$ cat src/rtl/pcoeff_pkg.sv
// Shared widths and the result payload carried from the permutation pipeline to the host path.
package pcoeff_pkg;

  localparam int unsigned PCOEFF_SUM_W   = 48;
  localparam int unsigned PCOEFF_COUNT_W = 13;
  localparam int unsigned RESULT_W       = 62;

  typedef struct packed {
    logic                      ecc;
    logic [PCOEFF_COUNT_W-1:0] count;
    logic [PCOEFF_SUM_W-1:0]   sum;
  } pcoeff_result_t;

endpackage

$ cat src/rtl/pcoeff_result_fifo.sv
// First-word-fall-through FIFO: the head entry is always presented on o_data while o_valid.
module pcoeff_result_fifo #(
  parameter int unsigned DEPTH = 8,
  parameter int unsigned WIDTH = 78
) (
  input  logic                       clk,
  input  logic                       rst_n,
  input  logic                       i_push,
  input  logic [WIDTH-1:0]           i_data,
  input  logic                       i_pop,
  output logic                       o_valid,
  output logic [WIDTH-1:0]           o_data,
  output logic [$clog2(DEPTH):0]     o_occupancy
);

  localparam int unsigned PTR_W = $clog2(DEPTH);
  localparam int unsigned OCC_W = PTR_W + 1;

  logic [WIDTH-1:0] r_mem [DEPTH];
  logic [PTR_W-1:0] r_wr_ptr;
  logic [PTR_W-1:0] r_rd_ptr;
  logic [OCC_W-1:0] r_occ;
  logic             w_push;
  logic             w_pop;

  // Protect against overflow/underflow even if the caller misbehaves.
  assign w_push = i_push && (r_occ != OCC_W'(DEPTH));
  assign w_pop  = i_pop && (r_occ != '0);

  always_ff @(posedge clk) begin
    if (w_push) begin
      r_mem[r_wr_ptr] <= i_data;
    end
  end

  always_ff @(posedge clk or negedge rst_n) begin
    if (!rst_n) begin
      r_wr_ptr <= '0;
      r_rd_ptr <= '0;
      r_occ    <= '0;
    end else begin
      if (w_push) begin
        r_wr_ptr <= r_wr_ptr + PTR_W'(1);
      end
      if (w_pop) begin
        r_rd_ptr <= r_rd_ptr + PTR_W'(1);
      end
      if (w_push && !w_pop) begin
        r_occ <= r_occ + OCC_W'(1);
      end else if (w_pop && !w_push) begin
        r_occ <= r_occ - OCC_W'(1);
      end
    end
  end

  assign o_valid     = (r_occ != '0);
  assign o_data      = r_mem[r_rd_ptr];
  assign o_occupancy = r_occ;

endmodule

$ cat src/rtl/pcoeff_result_collector.sv
// Drains upstream results into a FWFT FIFO with sequence tags and running totals.
// Define PCOEFF_ECC_STICKY_EN to add the eccErrorSticky/eccErrorCount statistics ports.
module pcoeff_result_collector
  import pcoeff_pkg::*;
#(
  parameter int unsigned DEPTH = 8,
  parameter int unsigned SEQ_W = 16,
  parameter int unsigned TOT_W = 64
) (
  input  logic                          clk,
  input  logic                          rst,
  input  logic                          resultsAvailable,
  input  logic [PCOEFF_SUM_W-1:0]       pcoeffSum,
  input  logic [PCOEFF_COUNT_W-1:0]     pcoeffCount,
  input  logic                          eccStatus,
  output logic                          grabResults,
  output logic                          outValid,
  input  logic                          outReady,
  output logic [SEQ_W+RESULT_W-1:0]     outData,
  input  logic                          clearTotals,
  output logic [TOT_W-1:0]              totalSum,
  output logic [31:0]                   totalCount,
`ifdef PCOEFF_ECC_STICKY_EN
  output logic                          eccErrorSticky,
  output logic [15:0]                   eccErrorCount,
`endif
  output logic [$clog2(DEPTH):0]        occupancy
);

  localparam int unsigned OCC_W  = $clog2(DEPTH) + 1;
  localparam int unsigned DATA_W = SEQ_W + RESULT_W;

  logic                 w_grab;
  logic                 w_pop;
  pcoeff_result_t       w_result;
  logic [SEQ_W-1:0]     w_store_seq;
  logic [SEQ_W-1:0]     r_seq;
  logic [TOT_W-1:0]     r_total_sum;
  logic [31:0]          r_total_count;

  // Fullness is judged on registered occupancy, so a pop never frees a slot in the same cycle.
  assign w_grab      = rst && resultsAvailable && (occupancy < OCC_W'(DEPTH));
  assign grabResults = w_grab;
  assign w_pop       = outValid && outReady;

  assign w_result.ecc   = eccStatus;
  assign w_result.count = pcoeffCount;
  assign w_result.sum   = pcoeffSum;
  assign w_store_seq    = clearTotals ? '0 : r_seq;

  pcoeff_result_fifo #(
    .DEPTH (DEPTH),
    .WIDTH (DATA_W)
  ) u_fifo (
    .clk         (clk),
    .rst_n       (rst),
    .i_push      (w_grab),
    .i_data      ({w_store_seq, w_result}),
    .i_pop       (w_pop),
    .o_valid     (outValid),
    .o_data      (outData),
    .o_occupancy (occupancy)
  );

  // A clear concurrent with a grab restarts the totals from that result.
  always_ff @(posedge clk or negedge rst) begin
    if (!rst) begin
      r_seq         <= '0;
      r_total_sum   <= '0;
      r_total_count <= '0;
    end else if (clearTotals) begin
      r_seq         <= w_grab ? SEQ_W'(1) : '0;
      r_total_sum   <= w_grab ? TOT_W'(pcoeffSum) : '0;
      r_total_count <= w_grab ? 32'd1 : 32'd0;
    end else if (w_grab) begin
      r_seq         <= r_seq + SEQ_W'(1);
      r_total_sum   <= r_total_sum + TOT_W'(pcoeffSum);
      r_total_count <= r_total_count + 32'd1;
    end
  end

  assign totalSum   = r_total_sum;
  assign totalCount = r_total_count;

`ifdef PCOEFF_ECC_STICKY_EN
  logic        r_ecc_sticky;
  logic [15:0] r_ecc_count;
  logic        w_ecc_hit;

  assign w_ecc_hit = w_grab && eccStatus;

  always_ff @(posedge clk or negedge rst) begin
    if (!rst) begin
      r_ecc_sticky <= 1'b0;
      r_ecc_count  <= '0;
    end else if (clearTotals) begin
      r_ecc_sticky <= w_ecc_hit;
      r_ecc_count  <= w_ecc_hit ? 16'd1 : 16'd0;
    end else if (w_ecc_hit) begin
      r_ecc_sticky <= 1'b1;
      if (r_ecc_count != 16'hFFFF) begin
        r_ecc_count <= r_ecc_count + 16'd1;
      end
    end
  end

  assign eccErrorSticky = r_ecc_sticky;
  assign eccErrorCount  = r_ecc_count;
`endif

endmodule

$ cat config.mk
export PLATFORM = sky130hd
export DESIGN_NAME = pcoeff_result_collector
export DESIGN_NICKNAME = d
export VERILOG_FILES = /design/src/rtl/pcoeff_pkg.sv /design/src/rtl/pcoeff_result_fifo.sv /design/src/rtl/pcoeff_result_collector.sv
export SDC_FILE = /design/constraint.sdc
export NUM_CORES = 1
export LEC_CHECK = 0
export ABC_AREA = 1
export CORE_ASPECT_RATIO = 0.9
export CORE_MARGIN = 2
export CORE_UTILIZATION = 60
export DETAILED_ROUTE_END_ITERATION = 7
export HOLD_SLACK_MARGIN = 0.08
export PLACE_DENSITY = 0.79
export SYNTH_ARGS = -nofsm -noshare
export SYNTH_HDL_FRONTEND = slang
export SYNTH_HIERARCHICAL = 1
export SYNTH_SLANG_ARGS = --single-unit
$ cat constraint.sdc
create_clock -name clk -period 11.5 [get_ports clk]
set_clock_uncertainty 0.15 [all_clocks]
set_input_delay 2.3 -clock clk [delete_from_list [all_inputs] [get_ports clk]]
set_output_delay 2.3 -clock clk [all_outputs]
set_load 0.01 [all_outputs]
==> flow_metrics.env <==
export IMPL_seqCellArea_sq_um=21800
export IMPL_via_per_inst=5.20
export IMPL_async_flop_share_pct=16.4
export IMPL_critPathLaunchType="primary input"
export IMPL_insertion_delay_ps=610
export IMPL_cts_sinks=746
export IMPL_drc=0
export IMPL_cp_required_ps=9050
export IMPL_max_clock_freq_ghz=0.146
export IMPL_first_iter_violations=2902
export IMPL_cts_clk_slew_worst_paths_ps=50
export IMPL_grtUsageTotal_pct=29.3
export IMPL_vdd_ir_drop_max_mv=0.250
export IMPL_synthCells=4600
export IMPL_synth_nets=4724
export IMPL_multi_input_area_sq_um=12800
export IMPL_r2r_start="u_fifo/o_occupancy[3]"
export IMPL_fin_area_sq_um=43400
export IMPL_pin_count=247
export IMPL_die_area_sq_um=65300
export IMPL_arrival_ps=4420
export IMPL_start_util_pct=60.6
export IMPL_final_cell_count_no_fill=5708
export IMPL_yosys_register_bits=746
export IMPL_power_uw=9320
export IMPL_final_hold_viol_count=0
export IMPL_grt_setup_unrepaired="false"
export IMPL_final_cell_mix="nand2_1 (1689), nor2_1 (874), inv_1 (664)"
export IMPL_setup_viol=0
export IMPL_critical_path_top_delay_family="buffers and inverters"
export IMPL_hpwl_um=61800
export IMPL_cts_root_buf="clkbuf_16"
export IMPL_grt_overflow_total=0
export IMPL_cts_path_max_buffers=3
export IMPL_yosys_warnings=6
export IMPL_min_delay_start="totalSum[35]"
export IMPL_cts_max_level=3
export IMPL_coreArea_sq_um=62600
export IMPL_dpl_cell_area_sq_um=40900
export IMPL_drive_gt1_share_pct=3.79
export IMPL_rrSetupSlack_ps=6910
export IMPL_p_per_area_nw_per_um2=214
export IMPL_antenna_found_initial=3
export IMPL_min_period_over_period_pct=59.7
export IMPL_synth_avg_cell_area_sq_um=8.25
export IMPL_cts_buffers=78
export IMPL_crit_chain="clkdlybuf4s50_1 > nand2_1 > nor2_4 > clkdlybuf4s50_1"
export IMPL_relSlewSlack_pct=20.1
export IMPL_synth_ff_type="edfxtp_1"
export IMPL_cts_setup_buffers=0
export IMPL_synth_cell_area_sq_um=38000
export IMPL_whs_endpoint="totalSum[35]"
export IMPL_via_count=29700
export IMPL_r2r_cells=6
export IMPL_cp_common_cell="clkdlybuf4s50_1"
export IMPL_ys_types=45
export IMPL_endpoint_kind="output pin"
export IMPL_critPathSlowestCell="nor2_4"
export IMPL_nFillCells=4805
export IMPL_mostFrequentLayoutCell="nand2_1"
export IMPL_whs_path_depth=2
export IMPL_die_height_um=243
export IMPL_cts_resized=0
export IMPL_nets=4923
export IMPL_fin_tns_setup_ps=0
export IMPL_report_final_slew_viol_count=0
export IMPL_grt_max_degree=260
export IMPL_cts_tree="done"
export IMPL_maxCapViolCount=0
export IMPL_status="complete, no violations"
export IMPL_worst_path_max_fanout=33
export IMPL_port_buffers=246
export IMPL_gp_congestion=0.977
export IMPL_p_leak_uw=0.0199
export IMPL_cts_hold_buf=0
export IMPL_die_width_um=269
export IMPL_area_growth_pct=14.5
export IMPL_worst_pin_slew_ps=1200
export IMPL_crit_buf_inv=2
export IMPL_min_period_ps=6870
export IMPL_worst_hold_slack_ps=366
export IMPL_drtPass1Iterations=7
export IMPL_ant_nets=0
export IMPL_hp_class="reg -> reg"
export IMPL_fp_row_count=87
export IMPL_wl_um=97200
export IMPL_crit_type="in -> out"
export IMPL_grt_pass1_vias=27700
export IMPL_synth_edf_count=624
export IMPL_critPathMaxStageDelay_ps=780
export IMPL_wl_per_cell_um=17.0
export IMPL_timing_rr_end="u_fifo/r_mem[4][44]"
export IMPL_cp_depth=4
export IMPL_ys_seq_area_share_pct=57.4
export IMPL_dp_cells=5564
export IMPL_grt_first_pass_wirelength_um=149000
==> per-stage QoR <==
stage	worst slack [ps]	util, %
CTS	4630	69.4
detailed placement	4570	65.3
global placement	4610	65.3
global route	4480	69.4
finish	4630	69.4
floorplan	2350	-
==> cell usage after synthesis (5+ instances only) <==
master    count  area (sq um)
a21oi_1      73           365
buf_1        10          37.5
buf_2        51           255
buf_4        19           143
buf_6        27           304
clkbuf_1     48           180
dfrtp_1     122          3050
edfxtp_1    624         18700
ha_1         55           688
inv_1       665          2500
nand2_1    1689          6340
nand3_1     112           561
nand4_1      28           175
nor2_1      878          3300
nor2_4        7          78.8
nor3_1       23           115
nor4_1        7          43.8
o21ai_0      80           400
o21ai_1       5          25.0
o21bai_1      7          52.6
o31ai_1       5          37.5
xnor2_1       7          61.3
xor2_1       19           166
==> worst max-delay path by stage <==
| stage | start | end | slack [ps] |
|---|---|---|---|
| 6_report | resultsAvailable | grabResults | 4630 |
| 5_1_grt | rst | grabResults | 4480 |
| 4_1_cts | rst | grabResults | 4630 |
| 3_5_place_dp | rst | u_fifo/r_mem[4][14] | 4570 |
| 3_3_place_gp | rst | grabResults | 4610 |
| 2_1_floorplan | rst | u_fifo/r_mem[5][0] | 2350 |
==> cells by family after synthesis <==
family,Yosys count,share of synthesized area [%]
AND/OR/NAND/NOR,2768,28.5
buffers and inverters,823,9.03
flip-flops,746,57.4
AO/OA/AOI/OAI,180,2.52
adder cells (fa/ha/maj),57,1.92
XOR/XNOR,26,0.600
==> registers in the layout, indices dropped and copies added, names as in the netlist <==
name,flops
totalSum,64
u_fifo/r_rd_ptr,3
totalCount,32
r_seq,16
u_fifo/r_wr_ptr,3
u_fifo/o_occupancy,4
u_fifo/r_mem,624
==> per-layer routing <==
layer,track usage (%),wire length [um]
met5,0,0
met3,5.55,8290
met1,39.4,40400
met4,9.45,2740
met2,48.5,45800
==> final cells by class <==
type / count / area share, %
Sequential cell: 746 / 50.2
Antenna cell: 2 / 0.0115
Inverter: 668 / 5.79
Multi-Input combinational cell: 3031 / 29.4
Timing Repair Buffer: 274 / 6.20
Tap cell: 845 / 2.43
Clock buffer: 100 / 4.88
Clock inverter: 42 / 1.08
==> report_power, final <==
part | total [uW] | internal [uW] | leakage [uW] | switching (uW)
Sequential | 3270 | 3110 | 0.00731 | 160
Clock | 2530 | 1490 | 0.00127 | 1040
Combinational | 3510 | 1270 | 0.0113 | 2240
Total | 9320 | 5880 | 0.0199 | 3440
==> tightest hold or removal path: stages (launching register included) <==
cell and delay (ps):
dfrtp_1 370, nand2_1 60, nand2_1 60
No activity file was read; power rests on OpenSTA's default activity.
